File: src/rtl/key_step_decoder.sv
// PS/2 set-2 scan-code decoder: turns make/break byte sequences into held step levels and a start pulse.
// Optional STEP_LAST_WINS_EN: when both directions are held, only the most recently pressed one is asserted.
module key_step_decoder #(
    parameter int TIMEOUT_CYCLES = 650000,
    parameter int CNT_W          = 20
) (
    input  logic       clk,
    input  logic       rst,
    input  logic [7:0] rx_data,
    input  logic       rx_valid,
    output logic       stepleft,
    output logic       stepright,
    output logic       stepjump,
    output logic       game_start,
    output logic       seq_error
);

    typedef enum logic [1:0] {
        S_IDLE    = 2'd0,
        S_EXT     = 2'd1,
        S_BRK     = 2'd2,
        S_EXT_BRK = 2'd3
    } state_t;

    localparam logic [7:0] CODE_E0    = 8'hE0;
    localparam logic [7:0] CODE_F0    = 8'hF0;
    localparam logic [7:0] CODE_A     = 8'h1C;
    localparam logic [7:0] CODE_D     = 8'h23;
    localparam logic [7:0] CODE_W     = 8'h1D;
    localparam logic [7:0] CODE_SPACE = 8'h29;
    localparam logic [7:0] CODE_ENTER = 8'h5A;
    localparam logic [7:0] CODE_LEFT  = 8'h6B;
    localparam logic [7:0] CODE_RIGHT = 8'h74;
    localparam logic [7:0] CODE_UP    = 8'h75;

    localparam int H_A     = 0;
    localparam int H_D     = 1;
    localparam int H_W     = 2;
    localparam int H_SPACE = 3;
    localparam int H_LEFT  = 4;
    localparam int H_RIGHT = 5;
    localparam int H_UP    = 6;

    localparam logic [CNT_W-1:0] CNT_LAST = CNT_W'(TIMEOUT_CYCLES - 1);

    state_t             state_q, state_d;
    logic [CNT_W-1:0]   cnt_q, cnt_d;
    logic [6:0]         held_q, held_d;
    logic               enter_held_q, enter_held_d;
    logic               stepleft_q, stepleft_d;
    logic               stepright_q, stepright_d;
    logic               stepjump_q, stepjump_d;
    logic               game_start_q, game_start_d;
    logic               seq_error_q, seq_error_d;

    logic               make_std, make_ext, brk_std, brk_ext;
    logic               enter_make, enter_brk;
    logic               left_grp, right_grp;
    logic               left_make, right_make;

    // State register
    always_ff @(posedge clk) begin
        if (rst) begin
            state_q      <= S_IDLE;
            cnt_q        <= '0;
            held_q       <= '0;
            enter_held_q <= 1'b0;
            stepleft_q   <= 1'b0;
            stepright_q  <= 1'b0;
            stepjump_q   <= 1'b0;
            game_start_q <= 1'b0;
            seq_error_q  <= 1'b0;
        end else begin
            state_q      <= state_d;
            cnt_q        <= cnt_d;
            held_q       <= held_d;
            enter_held_q <= enter_held_d;
            stepleft_q   <= stepleft_d;
            stepright_q  <= stepright_d;
            stepjump_q   <= stepjump_d;
            game_start_q <= game_start_d;
            seq_error_q  <= seq_error_d;
        end
    end

    // Next-state: a byte always wins over a timeout landing on the same cycle
    always_comb begin
        state_d     = state_q;
        cnt_d       = cnt_q;
        seq_error_d = 1'b0;
        if (rx_valid) begin
            cnt_d = '0;
            case (state_q)
                S_IDLE: begin
                    if (rx_data == CODE_E0)      state_d = S_EXT;
                    else if (rx_data == CODE_F0) state_d = S_BRK;
                end
                S_EXT: begin
                    if (rx_data == CODE_F0) state_d = S_EXT_BRK;
                    else                    state_d = S_IDLE;
                end
                default: state_d = S_IDLE;
            endcase
        end else if (state_q != S_IDLE) begin
            if (cnt_q == CNT_LAST) begin
                state_d     = S_IDLE;
                cnt_d       = '0;
                seq_error_d = 1'b1;
            end else begin
                cnt_d = cnt_q + CNT_W'(1);
            end
        end
    end

    // Output/flag logic: decode the completing byte against the current state
    always_comb begin
        make_std     = rx_valid && (state_q == S_IDLE);
        make_ext     = rx_valid && (state_q == S_EXT);
        brk_std      = rx_valid && (state_q == S_BRK);
        brk_ext      = rx_valid && (state_q == S_EXT_BRK);
        held_d       = held_q;
        enter_make   = 1'b0;
        enter_brk    = 1'b0;

        if (make_std) begin
            case (rx_data)
                CODE_A:     held_d[H_A]     = 1'b1;
                CODE_D:     held_d[H_D]     = 1'b1;
                CODE_W:     held_d[H_W]     = 1'b1;
                CODE_SPACE: held_d[H_SPACE] = 1'b1;
                CODE_ENTER: enter_make      = 1'b1;
                default: ;
            endcase
        end
        if (make_ext) begin
            case (rx_data)
                CODE_LEFT:  held_d[H_LEFT]  = 1'b1;
                CODE_RIGHT: held_d[H_RIGHT] = 1'b1;
                CODE_UP:    held_d[H_UP]    = 1'b1;
                CODE_ENTER: enter_make      = 1'b1;
                default: ;
            endcase
        end
        if (brk_std) begin
            case (rx_data)
                CODE_A:     held_d[H_A]     = 1'b0;
                CODE_D:     held_d[H_D]     = 1'b0;
                CODE_W:     held_d[H_W]     = 1'b0;
                CODE_SPACE: held_d[H_SPACE] = 1'b0;
                CODE_ENTER: enter_brk       = 1'b1;
                default: ;
            endcase
        end
        if (brk_ext) begin
            case (rx_data)
                CODE_LEFT:  held_d[H_LEFT]  = 1'b0;
                CODE_RIGHT: held_d[H_RIGHT] = 1'b0;
                CODE_UP:    held_d[H_UP]    = 1'b0;
                CODE_ENTER: enter_brk       = 1'b1;
                default: ;
            endcase
        end

        // Only the first make after a break starts the game; typematic repeats are swallowed
        game_start_d = enter_make && !enter_held_q;
        enter_held_d = enter_held_q;
        if (enter_make)     enter_held_d = 1'b1;
        else if (enter_brk) enter_held_d = 1'b0;

        left_grp   = held_d[H_A] | held_d[H_LEFT];
        right_grp  = held_d[H_D] | held_d[H_RIGHT];
        left_make  = (make_std && rx_data == CODE_A) || (make_ext && rx_data == CODE_LEFT);
        right_make = (make_std && rx_data == CODE_D) || (make_ext && rx_data == CODE_RIGHT);
        stepjump_d = held_d[H_W] | held_d[H_SPACE] | held_d[H_UP];
    end

`ifdef STEP_LAST_WINS_EN
    logic last_left_q, last_left_d;

    always_comb begin
        last_left_d = last_left_q;
        if (left_make)       last_left_d = 1'b1;
        else if (right_make) last_left_d = 1'b0;
        stepleft_d  = left_grp  && (!right_grp || last_left_d);
        stepright_d = right_grp && (!left_grp  || !last_left_d);
    end

    // Resets to "right was last"
    always_ff @(posedge clk) begin
        if (rst) last_left_q <= 1'b0;
        else     last_left_q <= last_left_d;
    end
`else
    logic unused_make;

    always_comb begin
        stepleft_d  = left_grp;
        stepright_d = right_grp;
        unused_make = left_make ^ right_make;
    end
`endif

    assign stepleft   = stepleft_q;
    assign stepright  = stepright_q;
    assign stepjump   = stepjump_q;
    assign game_start = game_start_q;
    assign seq_error  = seq_error_q;

endmodule

File: config.mk
export PLATFORM = sky130hd
export DESIGN_NAME = key_step_decoder
export DESIGN_NICKNAME = d
export VERILOG_FILES = /design/src/rtl/key_step_decoder.sv
export SDC_FILE = /design/constraint.sdc
export NUM_CORES = 1
export LEC_CHECK = 0
export CORE_ASPECT_RATIO = 0.8
export CORE_UTILIZATION = 45
export DETAILED_ROUTE_END_ITERATION = 6
export DONT_BUFFER_PORTS = 1
export HOLD_SLACK_MARGIN = 0.03
export SLEW_MARGIN = 0
export SYNTH_ARGS = -nofsm -noshare
export SYNTH_HDL_FRONTEND = slang
export SYNTH_SLANG_ARGS = --single-unit
File: constraint.sdc
create_clock -name clk -period 5.69 [get_ports clk]
set_input_delay 1.138 -clock clk [delete_from_list [all_inputs] [get_ports clk]]
set_output_delay 1.138 -clock clk [all_outputs]
set_load 0.01 [all_outputs]
==> results of run 1 <==
[worst reg2reg max path: cells and delay by family, from the launching register on]
family           cells  cell delay [ns]
AO/OA/AOI/OAI        2             0.47
AND/OR/NAND/NOR      2             1.13
flip-flops           1             0.56
[sequential cells by signal, summed over array words and instances (netlist names)]
name          flops
cnt_q            20
seq_error         1
state_q           2
held_q            7
stepjump          1
stepright         1
game_start        1
stepleft          1
enter_held_q      1
[routing by layer]
metal / share of wire / routed length, µm
met1: 0.48 / 1690
met2: 0.43 / 1530
met3: 0.076 / 267
met4: 0.013 / 46
met5: 0 / 0
[path summary, 6_finish.rpt]
path	from	to	slack, ns	cells past startpoint
setup / recovery	state_q[1]	cnt_q[14]	3.45	4
hold / removal	enter_held_q	game_start	0.44	1
hold reg to reg	enter_held_q	game_start	0.44	1
setup reg to reg	state_q[1]	cnt_q[14]	3.45	4
[cells by family after synthesis]
kind of cell | synth area share
AOI/OAI and AO/OA | 0.142
adders and majority gates | 0.00767
xor gates and xnor gates | 0.0591
and+or+nand+nor | 0.305
buffers and inverters | 0.0376
muxes | 0.0184
DFF | 0.430
[per-stage QoR]
stage | cell area (µm²) | hold slack (ns) | worst slack, ns
CTS | 1750 | 0.439 | 3.49
global placement | 1650 | 0.413 | 3.34
floorplan | 1630 | 0.400 | 3.37
detailed placement | 1650 | 0.429 | 3.29
global route | 1750 | 0.474 | 3.28
finish | 1750 | 0.435 | 3.45
[cell type report]
| cell class | count | area (µm²) | area share |
|---|---|---|---|
| Multi-Input combinational cell | 136 | 868 | 0.496 |
| Tap cell | 42 | 52.6 | 0.0300 |
| Timing Repair Buffer | 1 | 7.51 | 0.00429 |
| Clock buffer | 8 | 100 | 0.0571 |
| Inverter | 6 | 22.5 | 0.0129 |
| Sequential cell | 35 | 701 | 0.400 |
[Yosys cell counts, drive strengths merged (2+ instances only)]
| library cell | count | area (µm²) |
|---|---|---|
| dfxtp | 35 | 701 |
| nor2 | 22 | 82.6 |
| o21ai | 12 | 60.1 |
| a21oi | 10 | 50.1 |
| nand3 | 9 | 50.1 |
| xnor2 | 9 | 78.8 |
| nand2 | 7 | 26.3 |
| or3 | 7 | 47.5 |
| inv | 6 | 22.5 |
| clkbuf | 5 | 18.8 |
| nand4 | 5 | 31.3 |
| nor4 | 5 | 31.3 |
| nor3 | 4 | 20.0 |
| or4 | 4 | 30.0 |
| a311oi | 3 | 26.3 |
| a41oi | 3 | 26.3 |
| and3 | 3 | 18.8 |
| and4b | 3 | 30.0 |
| buf | 3 | 20.0 |
| mux2i | 3 | 30.0 |
| nor3b | 3 | 22.5 |
| nor4bb | 3 | 30.0 |
| and3b | 2 | 17.5 |
| nor4b | 2 | 17.5 |
| o21bai | 2 | 15.0 |
| or2 | 2 | 12.5 |
| xor2 | 2 | 17.5 |
[power by group through the flow]
stage | clock, µW | combinational [µW] | sequential, µW
detailed placement | 0 | 9.54 | 251
global placement | 0 | 9.41 | 251
floorplan | 0 | 9.18 | 251
CTS | 199 | 9.56 | 245
global route | 215 | 10.9 | 245
finish | 195 | 9.72 | 245
==> results.py, run 1 <==
metrics = {
    "status": {
        "status": "complete, no violations",
    },
    "global_route": {
        "grt-ovfl-total": 0,
        "grtUsageMet3": 0.0543,
        "grt_pass1_vias": 1241,
        "antenna_found_initial": 0,
        "grt_max_degree": 17,
        "globalRoute.busiestLayer": "met1",
        "grt_use_met1": 0.292,
        "track_usage": 0.200,
        "met2_usage": 0.273,
        "grt_pass1_wl_um": 6040,
    },
    "placed_design": {
        "dp.cells": 220,
        "gp_congestion": 0.941,
        "io_buffers": 0,
        "hpwl_um": 2500,
    },
    "final_layout": {
        "n_antenna_cell": 0,
        "final_common_cell": "dfxtp_1",
        "layout_common_cells": "dfxtp_1 (35), nor2_1 (22), o21ai_0 (11), a21oi_1 (10), xnor2_1 (9)",
        "drive_gt1_frac": 0.0806,
        "nNetsFinal": 197,
        "syn_to_final_growth_pct": 7.44,
        "fillers": 307,
        "final_cell_count_no_fill": 228,
        "finalCoreUtilization": 0.508,
    },
    "drt": {
        "antenna_left": 0,
        "wl_per_cell_um": 15.5,
        "drt_iter0_drc": 108,
        "vias_per_cell": 6.13,
        "vias": 1398,
        "drtPass1Iterations": 4,
        "drc": 0,
        "wl_um": 3540,
    },
    "worst_setup_path": {
        "worst-path-buf-inv": 0,
        "worst-setup-path-type": "register to register",
        "slowest_stage": "or4_1",
        "critPathArrivalTime_ns": 2.44,
        "crit_required_ns": 5.89,
        "cp_max_fo": 11,
        "path_delay_family": "simple AND/OR/NAND/NOR gates",
        "cpPeakStageDelay_ns": 0.72,
        "cp-end-kind": "register",
        "cp_cell_sequence": "o21ai_0 -> or4_1 -> or3_1 -> a21oi_1",
        "startpoint_type": "register",
    },
    "power_and_ir_drop": {
        "power_density_nw_per_um2": 257,
        "p_seq_frac": 0.545,
        "vdd_drop_max_mv": 0.160,
        "sw_frac_of_total": 0.200,
        "power_frac_comb": 0.022,
        "p_leak_uw": 0.000574,
        "p_sw_uw": 90.1,
        "clkPwrFrac": 0.433,
        "p_int_uw": 359,
        "power_uw": 450,
    },
    "yosys": {
        "syn_inst": 185,
        "synth.net_count": 197,
        "synth_edf_count": 0,
        "synth_cell_types": 41,
        "ys_seq_area_frac": 0.430,
        "postSynthRegisterBits": 35,
        "postSynthAreaPerCell_um2": 8.81,
        "netlist_area_um2": 1630,
        "synth_top_flop_cell": "dfxtp_1",
        "yosysWarnings": 0,
        "async_flop_share": 0,
    },
    "sta": {
        "tightest_slew_ns": 0.750,
        "setup_violations": 0,
        "max_freq_ghz": 0.446,
        "setup-tns-final_ns": 0,
        "fin_crit_sh": 0.394,
        "rsz0062_at_grt": "no",
        "slew_violations": 0,
        "skew_ns": 0.00400,
        "final.min_clock_period_ns": 2.24,
        "hold_viol": 0,
        "slew_headroom": 0.497,
    },
    "floorplan": {
        "core_area_um2": 3450,
        "die-height_um": 55.8,
        "die_area_um2": 3870,
        "die_x_um": 69.3,
        "initial_core_util": 0.473,
        "ios": 16,
        "rows": 19,
    },
    "clocking": {
        "cts-resized-gates": 0,
        "ctsHoldBuffers": 0,
        "h-tree-depth": 2,
        "clk_path_buf_depth": 2,
        "cts_tree": "built",
        "clkSlewWorstSetupHoldPaths_ns": 0.07,
        "cts_made_buffers": 5,
        "clock-sinks": 35,
        "clock_latency_ns": 0.28,
        "cts_root_buf": "clkbuf_8",
        "post-cts-setup-buffers": 0,
    },
    "min_path": {
        "hp-class": "register to register",
    },
    "flow_run": {
        "maxCapViolCount": 0,
    },
}
No activity file was read; power rests on OpenSTA's default activity.
==> run 2, diff against run 1 <==
==> constraint.sdc (replaced) <==
create_clock -name clk -period 2.15 [get_ports clk]
set_input_delay 0.43 -clock clk [delete_from_list [all_inputs] [get_ports clk]]
set_output_delay 0.43 -clock clk [all_outputs]
set_load 0.01 [all_outputs]
==> run 2 against run 1 <==
Effect of this change: final cell count rose by 1.3%; clock skew hardly changed; via count is 0.72% higher; wire length is 9.7% lower; setup slack worse by 3.3 ns; maximum frequency up 11%; cell area is 3.4% higher; sequential share of layout area is 1.3 points lower; critical path depth unchanged; combinational power grew to 2.6 times the previous value; register-to-register slack worse by 3.3 ns.
==> results.py, run 2 (synthesis results as in run 1) <==
metrics = {
    "status": {
        "status": "complete, no violations",
    },
    "final_layout": {
        "n_antenna_cell": 0,
        "syn_to_final_growth_pct": 11.1,
        "drive_gt1_frac": 0.101,
        "largest_reg_flops": 20,
        "largest_registers": "cnt_q (20), held_q (7), state_q (2)",
        "layout_common_cells": "dfxtp_1 (35), nor2_1 (22), o21ai_0 (11), a21oi_1 (10), xnor2_1 (9)",
        "nNetsFinal": 200,
        "fillers": 342,
        "final_cell_count_no_fill": 231,
        "regMostFlops": "cnt_q",
        "final_common_cell": "dfxtp_1",
    },
    "worst_setup_path": {
        "startpoint_type": "register",
        "cpPeakStageDelay_ns": 0.69,
        "critPathArrivalTime_ns": 2.25,
        "worst-setup-path-type": "register to register",
        "cp_cell_sequence": "nand3_1 -> or4_1 -> or4_1 -> a21oi_1",
        "cp-end-kind": "register",
        "worst-path-buf-inv": 0,
        "crit_required_ns": 2.37,
        "cp_max_fo": 9,
        "path_delay_family": "simple AND/OR/NAND/NOR gates",
        "slowest_stage": "or4_1",
        "cpMostUsedCell": "or4_1",
    },
    "floorplan": {
        "core_area_um2": 3450,
        "die_area_um2": 3870,
        "die-height_um": 55.8,
        "die_x_um": 69.3,
        "ios": 16,
        "initial_core_util": 0.473,
        "rows": 19,
    },
    "power_and_ir_drop": {
        "p_seq_frac": 0.473,
        "power_uw": 1370,
        "power_density_nw_per_um2": 757,
        "p_int_uw": 1120,
        "p_leak_uw": 0.000602,
        "p_sw_uw": 250,
        "sw_frac_of_total": 0.182,
        "power_frac_comb": 0.019,
        "vdd_drop_max_mv": 0.460,
        "clkPwrFrac": 0.508,
    },
    "clocking": {
        "cts-resized-gates": 0,
        "post-cts-setup-buffers": 0,
        "clock_latency_ns": 0.29,
        "h-tree-depth": 2,
        "clock-sinks": 35,
        "clkSlewWorstSetupHoldPaths_ns": 0.07,
        "clk_path_buf_depth": 2,
        "ctsHoldBuffers": 0,
        "cts_root_buf": "clkbuf_8",
        "cts_tree": "built",
        "cts_made_buffers": 5,
    },
    "drt": {
        "drtPass1Iterations": 4,
        "vias": 1408,
        "drt_iter0_drc": 58,
        "antenna_left": 0,
        "vias_per_cell": 6.10,
        "drc": 0,
        "wl_um": 3190,
        "wl_per_cell_um": 13.8,
    },
    "placed_design": {
        "io_buffers": 0,
        "dp.cells": 223,
        "hpwl_um": 2370,
        "gp_congestion": 0.968,
    },
    "sta": {
        "rsz0062_at_grt": "no",
        "final.min_clock_period_ns": 2.02,
        "slew_headroom": 0.704,
        "slew_violations": 0,
        "skew_ns": 0.00382,
        "tightest_slew_ns": 0.444,
        "max_freq_ghz": 0.494,
        "fin_crit_sh": 0.941,
        "setup-tns-final_ns": 0,
        "setup_violations": 0,
        "hold_viol": 0,
    },
    "global_route": {
        "grt_pass1_vias": 1315,
        "antenna_found_initial": 0,
        "grt_pass1_wl_um": 5730,
        "grt_max_degree": 22,
        "grt-ovfl-total": 0,
        "track_usage": 0.187,
    },
    "flow_run": {
        "maxCapViolCount": 0,
    },
    "min_path": {
        "hp-class": "input port to register",
    },
}
## run 2: cell type report
type | instances | area [µm²] | share of cell area
clock buffers | 5 | 68.8 | 0.0380
clock inverters | 3 | 67.6 | 0.0373
inverters | 6 | 22.5 | 0.0124
multi-input cells | 136 | 868 | 0.480
flip-flops and latches | 35 | 701 | 0.387
well taps | 42 | 52.6 | 0.0290
repair buffers | 4 | 30.0 | 0.0166
## run 2: metal layers
layer,vias to the layer above,track usage,routed length [µm]
met1,650,0.251,1540
met3,5,0.0543,260
met4,0,0.0787,31
li1,695,-,-
met5,-,0,0
met2,58,0.279,1360
## run 2: worst paths after layout
check	from	to	slack, ns	depth (start not counted)
setup / recovery	cnt_q[5]	cnt_q[19]	0.13	4
hold / removal	rst	held_q[4]	0.21	1
setup reg to reg	cnt_q[5]	cnt_q[19]	0.13	4
hold reg to reg	enter_held_q	game_start	0.43	1
## run 2: through the flow
step	area (µm²)	utilization	hold slack, ns	worst slack [ns]
floorplan	1630	-	0.400	0.247
global placement	1670	0.486	0.413	0.205
detailed placement	1670	0.486	0.433	0.132
CTS	1810	0.525	0.200	0.118
global route	1810	0.525	0.198	0.0116
finish	1810	0.525	0.208	0.126
## run 2: power groups by stage
stage / clock [µW] / sequential (µW) / combinational [µW]
after detailed placement: 0 / 664 / 25.7
after CTS: 713 / 649 / 25.7
final: 697 / 649 / 25.6
after global routing: 738 / 648 / 28.2
after global placement: 0 / 664 / 25.0
after floorplan: 0 / 664 / 24.3
## run 2: worst reg2reg max path, cell delays in order (launching register included)
cell	delay [ns]
dfxtp_1	0.41
nand3_1	0.17
or4_1	0.69
or4_1	0.55
a21oi_1	0.14
